**src/rtl/fsm_seq_pkg.sv**
```systemverilog
// Shared types and constants for the sequencing controller and its target handshake.
package fsm_seq_pkg;

  localparam int unsigned CNT_W = 8;
  localparam int unsigned ERR_W = 4;
  localparam int unsigned ST_W  = 3;

  typedef enum logic [2:0] {
    C_IDLE  = 3'd0,
    C_ARM   = 3'd1,
    C_ADV   = 3'd2,
    C_RET   = 3'd3,
    C_CHK   = 3'd4,
    C_RECOV = 3'd5,
    C_END   = 3'd6
  } ctrl_state_e;

  // Target status as {o1, o2, err}
  localparam logic [ST_W-1:0] TST_IDLE = 3'b000;
  localparam logic [ST_W-1:0] TST_S1   = 3'b100;
  localparam logic [ST_W-1:0] TST_S2   = 3'b010;
  localparam logic [ST_W-1:0] TST_ER   = 3'b111;

  // Target drive {i1, i2} implied by a controller state
  function automatic logic [1:0] drive_of(input ctrl_state_e st);
    case (st)
      C_ARM, C_ADV: return 2'b11;
      C_RET:        return 2'b10;
      default:      return 2'b00;
    endcase
  endfunction

  function automatic logic [ERR_W-1:0] err_inc(input logic [ERR_W-1:0] v);
    return (&v) ? v : v + ERR_W'(1);
  endfunction

endpackage

```
**src/rtl/seq_wdog.sv**
```systemverilog
// Per-state wait counter; expired marks the TMO_CYC-th consecutive cycle spent in one wait state.
module seq_wdog #(
  parameter int unsigned TMO_CYC = 8
) (
  input  logic clk,
  input  logic rst,
  input  logic clr,
  input  logic tick,
  output logic expired
);

  localparam int unsigned CW = $clog2(TMO_CYC + 1);

  logic [CW-1:0] cnt_q;

  assign expired = tick && (cnt_q == CW'(TMO_CYC - 1));

  always_ff @(posedge clk) begin
    if (rst) begin
      cnt_q <= '0;
    end else if (clr || !tick) begin
      cnt_q <= '0;
    end else if (!expired) begin
      cnt_q <= cnt_q + CW'(1);
    end
  end

endmodule

```
**src/rtl/fsm_seq_ctrl.sv**
```systemverilog
// Drives a small target FSM through repeated IDLE->S1->S2->IDLE round trips with
// timeout, error recovery and abort handling.
module fsm_seq_ctrl
  import fsm_seq_pkg::*;
#(
  parameter int unsigned TMO_CYC = 8,
  parameter int unsigned MAX_ERR = 3
) (
  input  logic             clk,
  input  logic             rst,
  input  logic             start,
  input  logic [CNT_W-1:0] num_cycles,
  input  logic             abort,
  output logic             tgt_i1,
  output logic             tgt_i2,
  input  logic             tgt_o1,
  input  logic             tgt_o2,
  input  logic             tgt_err,
  output logic             busy,
  output logic             done,
  output logic             fail,
  output logic [CNT_W-1:0] cyc_done,
  output logic [ERR_W-1:0] err_cnt
);

  localparam logic [ERR_W-1:0] ERR_LIM = ERR_W'(MAX_ERR);

  ctrl_state_e      state_q, state_d;
  logic [CNT_W-1:0] tgt_cnt_q, tgt_cnt_d;
  logic [CNT_W-1:0] cyc_d, cyc_inc;
  logic [ERR_W-1:0] err_d;
  logic             abort_q, abort_d;
  logic             done_d, fail_d, busy_d;
  logic [1:0]       drv_d;
  logic [ST_W-1:0]  status;
  logic             wd_clr, wd_tick, expired;

  assign status  = {tgt_o1, tgt_o2, tgt_err};
  assign cyc_inc = cyc_done + CNT_W'(1);
  assign wd_clr  = (state_d != state_q);
  assign wd_tick = state_q inside {C_ARM, C_ADV, C_RET, C_CHK, C_RECOV};

  seq_wdog #(
    .TMO_CYC (TMO_CYC)
  ) u_wdog (
    .clk     (clk),
    .rst     (rst),
    .clr     (wd_clr),
    .tick    (wd_tick),
    .expired (expired)
  );

  // Next-state and next-output logic
  always_comb begin
    state_d   = state_q;
    tgt_cnt_d = tgt_cnt_q;
    cyc_d     = cyc_done;
    err_d     = err_cnt;
    abort_d   = abort_q;
    done_d    = 1'b0;
    fail_d    = 1'b0;

    case (state_q)
      C_IDLE: begin
        if (start) begin
          tgt_cnt_d = num_cycles;
          cyc_d     = '0;
          err_d     = '0;
          abort_d   = 1'b0;
          if (num_cycles == '0) begin
            state_d = C_END;
            done_d  = 1'b1;
          end else begin
            state_d = C_ARM;
          end
        end
      end

      C_ARM, C_ADV, C_RET, C_CHK: begin
        if (abort) begin
          abort_d = 1'b1;
          state_d = C_RECOV;
        end else if (status == TST_ER) begin
          err_d   = err_inc(err_cnt);
          state_d = C_RECOV;
        end else if (state_q == C_ARM && status == TST_S1) begin
          state_d = C_ADV;
        end else if (state_q == C_ADV && status == TST_S2) begin
          state_d = C_RET;
        end else if (state_q == C_RET) begin
          state_d = C_CHK;
        end else if (state_q == C_CHK && status == TST_IDLE) begin
          cyc_d = cyc_inc;
          if (cyc_inc == tgt_cnt_q) begin
            state_d = C_END;
            done_d  = 1'b1;
          end else begin
            state_d = C_ARM;
          end
        end else if (expired) begin
          err_d   = err_inc(err_cnt);
          state_d = C_RECOV;
        end
      end

      // Hold the target at 00 until it settles in IDLE, then retry or give up
      C_RECOV: begin
        if (abort) begin
          abort_d = 1'b1;
        end
        if (status == TST_IDLE) begin
          if (abort_q || abort || err_cnt >= ERR_LIM) begin
            state_d = C_END;
            fail_d  = 1'b1;
          end else begin
            state_d = C_ARM;
          end
        end else if (expired) begin
          state_d = C_END;
          fail_d  = 1'b1;
        end
      end

      C_END:   state_d = C_IDLE;
      default: state_d = C_IDLE;
    endcase

    busy_d = (state_d != C_IDLE);
    drv_d  = drive_of(state_d);
  end

  always_ff @(posedge clk) begin
    if (rst) begin
      state_q   <= C_IDLE;
      tgt_cnt_q <= '0;
      cyc_done  <= '0;
      err_cnt   <= '0;
      abort_q   <= 1'b0;
      busy      <= 1'b0;
      done      <= 1'b0;
      fail      <= 1'b0;
      tgt_i1    <= 1'b0;
      tgt_i2    <= 1'b0;
    end else begin
      state_q   <= state_d;
      tgt_cnt_q <= tgt_cnt_d;
      cyc_done  <= cyc_d;
      err_cnt   <= err_d;
      abort_q   <= abort_d;
      busy      <= busy_d;
      done      <= done_d;
      fail      <= fail_d;
      tgt_i1    <= drv_d[1];
      tgt_i2    <= drv_d[0];
    end
  end

endmodule

```
**config.mk**
```make
export PLATFORM = sky130hd
export DESIGN_NAME = fsm_seq_ctrl
export DESIGN_NICKNAME = d
export VERILOG_FILES = /design/src/rtl/fsm_seq_pkg.sv /design/src/rtl/seq_wdog.sv /design/src/rtl/fsm_seq_ctrl.sv
export SDC_FILE = /design/constraint.sdc
export NUM_CORES = 1
export LEC_CHECK = 0
export CORE_MARGIN = 4
export CORE_UTILIZATION = 54
export CTS_CLUSTER_SIZE = 40
export DETAILED_ROUTE_END_ITERATION = 8
export PLACE_DENSITY = 0.8
export SYNTH_ARGS = -nofsm -noshare
export SYNTH_HDL_FRONTEND = slang
export SYNTH_HIERARCHICAL = 1
export SYNTH_SLANG_ARGS = --single-unit
```
**constraint.sdc**
```tcl
create_clock -name clk -period 3.7 [get_ports clk]
set_clock_uncertainty 0.15 [all_clocks]
set_input_delay 0.74 -clock clk [delete_from_list [all_inputs] [get_ports clk]]
set_output_delay 0.74 -clock clk [all_outputs]
set_load 0.05 [all_outputs]
```
# Word-level counts from Yosys, hierarchy flattened
# Index checks and enable logic that the tools add are counted.
[word_totals]
out_inout_bits = 17
regBits = 33
input_bits = 15
word_cells = 117
[op_classes]
add_sub_neg = 3
n_mux = 49
reduce_logical = 25
order_cmp = 1
n_eq_ne = 27
bitwise_logic = 1
[ops]
columns = ["op", "n"]
rows = [
  ["$mux 8", 7],
  ["$mux 3", 13],
  ["$mux 4", 9],
  ["$pmux 8 s2", 1],
  ["$reduce_and 8->1", 2],
  ["$eq 3x2->1 const B", 5],
  ["$ne 3x3->1 const B", 5],
  ["$mux 1", 14],
  ["$ne 2x2->1 const B", 7],
  ["$eq 3x3->1 const B", 4],
  ["$pmux 3 s3", 1],
  ["$add 4x1->4 const B", 2],
  ["$add 8x1->8 const B", 1],
  ["$eq 8x8->1", 1],
  ["$logic_not 8->1", 1],
  ["$pmux 4 s2", 1],
  ["$eq 3x1->1 const B", 2],
  ["$logic_not 3->1", 2],
  ["$reduce_or 2->1", 3],
  ["$reduce_bool 5->1", 1],
  ["$reduce_or 5->1", 1],
  ["$eq 4x3->1 const B", 1],
  ["$ge 4x2->1 const B", 1],
  ["$logic_and 1x1->1", 4],
  ["other kinds (13)", 17],
]

# Logic depth before layout (Yosys ltp)
[depth]
ltp_word = 14
depth_mapped = 16
ltp_nobuf = 14

# Hierarchy
# The synthesis kept the hierarchy.
[by_module_without_submodules]
columns = ["module", "area_per_inst_um2", "cells_each", "n_inst", "seq_area_each_um2"]
rows = [
  ["fsm_seq_ctrl", 1899.3, 242, 1, 580.6],
  ["seq_wdog", 197.7, 19, 1, 80.1],
]

# Least setup slack after synthesis
# OpenSTA, ideal clock, no wires.
[synth_timing]
kind = "reg-to-reg"
start = "register cyc_done[3]"
end = "register u_wdog.cnt_q[3]"
path_buffers = 1
t_arrival_ps = 2941
stages_incl_launch_ff = 12
setup_slack_ps = 535
setup_time_ps = 74
synth_period_minus_slack_ps = 3165
required_time_ps = 3476
path_cell_list = "dfxtp_1 -> buf_2 -> and4_4 -> nand2_1 -> or4b_4 -> a2111oi_4 -> a22oi_2 -> xnor2_1 -> o211ai_1 -> nor2_1 -> nand2_1 -> nor3_2"
[synth_between]
elab_chain_cells = 13
[synth_rtl]
columns = ["element", "line_no", "source"]
rows = [
  ["start, declared", "fsm_seq_ctrl.sv:22", "output logic [CNT_W-1:0] cyc_done,"],
  ["start signal, assigned", "fsm_seq_ctrl.sv:147", "cyc_done <= cyc_d;"],
  ["$add 8x1->8", "fsm_seq_ctrl.sv:39", "assign cyc_inc = cyc_done + CNT_W'(1);"],
  ["$eq 8x8->1", "fsm_seq_ctrl.sv:94", "if (cyc_inc == tgt_cnt_q) begin"],
  ["$mux 3", "fsm_seq_ctrl.sv:94", ""],
  ["$mux 3", "fsm_seq_ctrl.sv:92", "end else if (state_q == C_CHK && status == TST_IDLE) begin"],
  ["$mux 3", "fsm_seq_ctrl.sv:90", "end else if (state_q == C_RET) begin"],
  ["$mux 3", "fsm_seq_ctrl.sv:88", "end else if (state_q == C_ADV && status == TST_S2) begin"],
  ["$mux 3", "fsm_seq_ctrl.sv:86", "end else if (state_q == C_ARM && status == TST_S1) begin"],
  ["$mux 3", "fsm_seq_ctrl.sv:83", "end else if (status == TST_ER) begin"],
  ["$mux 3", "fsm_seq_ctrl.sv:80", "if (abort) begin"],
  ["$pmux 3 s3", "fsm_seq_ctrl.sv:63", "case (state_q)"],
  ["$ne 3x3->1", "fsm_seq_ctrl.sv:40", "assign wd_clr = (state_d != state_q);"],
  ["via wd_clr", "fsm_seq_ctrl.sv:36", "logic wd_clr, wd_tick, expired;"],
  ["$logic_or 1x1->1", "seq_wdog.sv:21", "end else if (clr || !tick) begin"],
  ["$reduce_or 2->1 (no source line)", "n/a", ""],
  ["end signal, assigned", "seq_wdog.sv:24", "cnt_q <= cnt_q + CW'(1);"],
  ["end, declared", "seq_wdog.sv:14", "logic [CW-1:0] cnt_q;"],
]
# The timed path passes the listed nets, and every way through them passes these cells.
# A chain may end at the register's enable or synchronous reset.

# Final worst setup path
[layout_timing]
start = "input tgt_o2"
end = "register u_wdog.cnt_q[3]"
[layout_between]
elab_chain_cells = 12
elab_cells_between_ends = 18
cone_classes = "4 x eq/ne; 8 x mux; 6 x reduce/logical"
[layout_rtl]
columns = ["element", "line_no", "source"]
rows = [
  ["start, declared", "fsm_seq_ctrl.sv:17", "input logic tgt_o2,"],
  ["$logic_not 3->1", "fsm_seq_ctrl.sv:92, fsm_seq_ctrl.sv:111", ""],
  ["$logic_and 1x1->1", "fsm_seq_ctrl.sv:92", ""],
  ["$mux 3", "fsm_seq_ctrl.sv:92", ""],
  ["$mux 3", "fsm_seq_ctrl.sv:90", ""],
  ["$mux 3", "fsm_seq_ctrl.sv:88", ""],
  ["$mux 3", "fsm_seq_ctrl.sv:86", ""],
  ["$mux 3", "fsm_seq_ctrl.sv:83", ""],
  ["$mux 3", "fsm_seq_ctrl.sv:80", ""],
  ["$pmux 3 s3 (*)", "fsm_seq_ctrl.sv:63", ""],
  ["$ne 3x3->1 (*)", "fsm_seq_ctrl.sv:40", ""],
  ["via wd_clr", "fsm_seq_ctrl.sv:36", ""],
  ["$logic_or 1x1->1 (*)", "seq_wdog.sv:21", ""],
  ["$reduce_or 2->1 (no source line) (*)", "n/a", ""],
]
# The timed path passes the listed nets; every way through them passes the cells marked *.

==> flow_summary_export.csv <==
group,metric,value,unit
placement,gp_congestion,0.8862,
routing,vias_per_cell,5.837,
setup_path,worstReg2RegEnd,"u_wdog/cnt_q[3]",
finish,final_cell_mix,"dfxtp_1, clkdlybuf4s50_1, nand2_1, a21oi_1, nor2_1",
timing,report.final.slew_viol_count,0,
power_and_ir_drop,power_frac_seq,0.355,
timing,tightest_slew,594.4,ps
power_and_ir_drop,leakagePower,0.0009365,uW
hold_path,hold_class,"flip-flop to flip-flop",
placement,post-dp-hpwl,3819,um
global_route,grt_max_degree,26,
global_route,grt_usage,0.2252,
clock_tree,holdBufCountCts,0,
routing,ant_nets,0,
synthesis,ys_top_cells_by_area,"dfxtp_1, a21oi_1, nand2_1, nor2_1, xnor2_1",
timing,post-route-period-util,0.9089,
power_and_ir_drop,switching_share,0.3661,
clock_tree,clkSlewWorstSetupHoldPaths,70,ps
die,num_io_pins,32,
setup_path,cp_max_fo,7,
setup_path,crit_end,"u_wdog/cnt_q[3]",
synthesis,synthArstFlopShare,0,
synthesis,syn-cell-area,2097,um^2
synthesis,synth_cell_types,63,
routing,remaining_drc_errors,0,
clock_tree,clk_path_buf_depth,2,
finish,stdcell_count,344,
finish,regArea,660.6,um^2
setup_path,crit-reg2reg-launch,"cyc_done[3]",
setup_path,cp-end-kind,"flip-flop",
routing,wl,5296,um
routing,drt_iter0_markers,177,
timing,rsz0062_at_grt,"false",
finish,area_delta_synth_final,23.45,%
finish,multi_input_area,1361,um^2
setup_path,r2r_cells,10,
finish,drive_above_1_share,0.1385,
routing,wl_per_cell,15.40,um
global_route,grt_pass1_vias,1894,
power_and_ir_drop,p_sw,431.3,uW
outcome,status,"completed",
setup_path,required,3780,ps
clock_tree,clock-root-buffer,"clkbuf_8",
synthesis,synth-main-ff-cell,"dfxtp_1",
synthesis,yosysTopAreaCellShare,0.3150,
die,die_area,4944,um^2
finish,fillers,319,
synthesis,synth_seq_area_share,0.3150,
power_and_ir_drop,pwr-share-clk,0.261,
die,die_width,70.32,um
power_and_ir_drop,p_comb_frac,0.385,
timing,finalSetupTns,0,ps
global_route,grt.met2_usage,0.3316,
placement,dp_cells,336,
synthesis,yosysTopAreaCell,"dfxtp_1",
setup_path,worstPathCellList,"clkdlybuf4s50_1 -> or3_1 -> o31ai_4 -> o21a_1 -> o21ai_0 -> and2_1 -> o31ai_1 -> o211ai_1 -> nor2_1 -> nand2_1 -> nor3_2",
setup_path,cp_slowest_cell,"clkdlybuf4s50_1",
die,coreArea,3716,um^2
finish,nets,313,
finish,mostFrequentLayoutCell,"dfxtp_1",
routing,dr.pass1.iters,4,
synthesis,synth_cells,261,
synthesis,postSynthAreaPerCell,8.035,um^2
timing,layout_min_cycle_time,3363,ps
die,floorplan.initialDensity,0.5643,
clock_tree,cts_setup_buffers,0,
setup_path,r2r_slack,630,ps
setup_path,crit_type,"input port to flip-flop",
timing,max_freq,297.4,MHz
timing,setup_viol,0,
global_route,grt_use_met3,0.06043,
clock_tree,htreeDepth,2,
finish,diodes,0,
synthesis,synth_edf_count,0,
power_and_ir_drop,peakVddDrop,0.2348,mV
global_route,busiest_layer,"met2",
run,drv_cap,0,
synthesis,ys_ff_latch,33,
routing,vias,2008,
setup_path,cp-start-kind,"input port",
placement,io_buffers,31,
synthesis,yosysWarnings,6,
clock_tree,cts_tree,"done",
die,num_rows,22,
timing,hold_violations,0,
setup_path,arrival,3440,ps
timing,relSlewSlack,0.6011,
clock_tree,insertion_delay,300,ps
die,chipHeight,70.32,um
global_route,grt_pass1_wl,9039,um
clock_tree,cts_num_sinks,33,
power_and_ir_drop,intPower,746.7,uW
synthesis,syn_nets,279,
power_and_ir_drop,power.density,455.0,nW/um^2
setup_path,critPathLaunch,"tgt_o2",
setup_path,critical_path.max_stage_delay,520,ps
clock_tree,numCtsBuffers,5,
power_and_ir_drop,power.total,1178,uW
clock_tree,cts-resized-gates,0,
global_route,antenna_found_initial,0,
global_route,grt-ovfl-total,0,
global_route,grt_util_met1,0.3086,
-- layer usage --
metal	up-vias	share of wire
li1	1017	-
met1	908	0.46
met2	75	0.45
met3	8	0.074
met4	0	0.016
met5	-	0
-- synthesized netlist by cell type, drive strengths merged, types with 3 or more instances --
library cell and count:
xnor2 9, nand2 31, nor4 3, nor3 13, or2 3, a31oi 3
and2 3, ha 3, o21ai 14, or3 8, nor2 24, nand3 9
a21oi 27, and3 3, o211ai 3, a22oi 3, clkbuf 8, nand4 3
buf 7, xor2 7, o21a 3, dfxtp 33, nor2b 5, nor4b 3
-- power groups by stage --
stage	clock network, uW	logic, uW	registers (uW)
finish	307	453	418
floorplan	0	278	465
detailed placement	0	449	426
global placement	0	444	424
global route	323	493	423
CTS	309	452	418
-- worst max-delay path, delay by kind of cell --
kind | cells | cell delay, ps
compound gates | 5 | 1010
buf+inv | 1 | 520
simple gates | 5 | 1170
-- cell type report --
class	instances	share of cell area
Clock inverter	1	0.001933
Tap cell	48	0.02320
Inverter	3	0.004833
Clock buffer	7	0.03722
Timing Repair Buffer	42	0.1518
Multi-Input combinational cell	210	0.5259
Sequential cell	33	0.2552
-- logic make-up (layout without fill, tap and decap cells) --
logic type | count (synthesis) | after routing | synth area share
AO/OA/AOI/OAI | 67 | 67 | 0.2303
XOR/XNOR | 16 | 16 | 0.06683
buffers and inverters | 18 | 53 | 0.03580
flip-flops | 33 | 33 | 0.3150
adder cells (fa/ha/maj) | 3 | 3 | 0.01790
AND/OR/NAND/NOR | 123 | 123 | 0.3294
multiplexers | 1 | 1 | 0.004773
-- registers in the layout, indices dropped and copies added (netlist names) --
signal	cells
abort_q	1
busy	1
cyc_done	8
done	1
err_cnt	4
fail	1
state_q	3
tgt_cnt_q	8
tgt_i1	1
tgt_i2	1
u_wdog/cnt_q	4
-- worst min path at each step --
stage                  from           end  slack (ps)  cells past startpoint
2_1_floorplan  tgt_cnt_q[0]  tgt_cnt_q[0]         300                      2
3_3_place_gp   tgt_cnt_q[4]  tgt_cnt_q[4]         320                      2
3_5_place_dp   tgt_cnt_q[7]  tgt_cnt_q[7]         320                      2
4_1_cts        tgt_cnt_q[7]  tgt_cnt_q[7]         330                      2
5_1_grt        tgt_cnt_q[4]  tgt_cnt_q[4]         360                      2
6_report       tgt_cnt_q[7]  tgt_cnt_q[7]         330                      2
-- stage by stage --
| stage | hold slack, ps | setup WS [ps] | instance area, um^2 | utilization |
|---|---|---|---|---|
| 6_report | 329.4 | 337.0 | 2589 | 0.6966 |
| 5_1_grt | 364.6 | 141.2 | 2589 | 0.6966 |
| 4_1_cts | 332.4 | 381.0 | 2589 | 0.6966 |
| 3_5_place_dp | 323.3 | 76.39 | 2487 | 0.6694 |
| 3_3_place_gp | 315.8 | 205.6 | 2487 | 0.6694 |
| 2_1_floorplan | 297.8 | 535.5 | 2097 | - |
(Power assumes the default switching activity.)
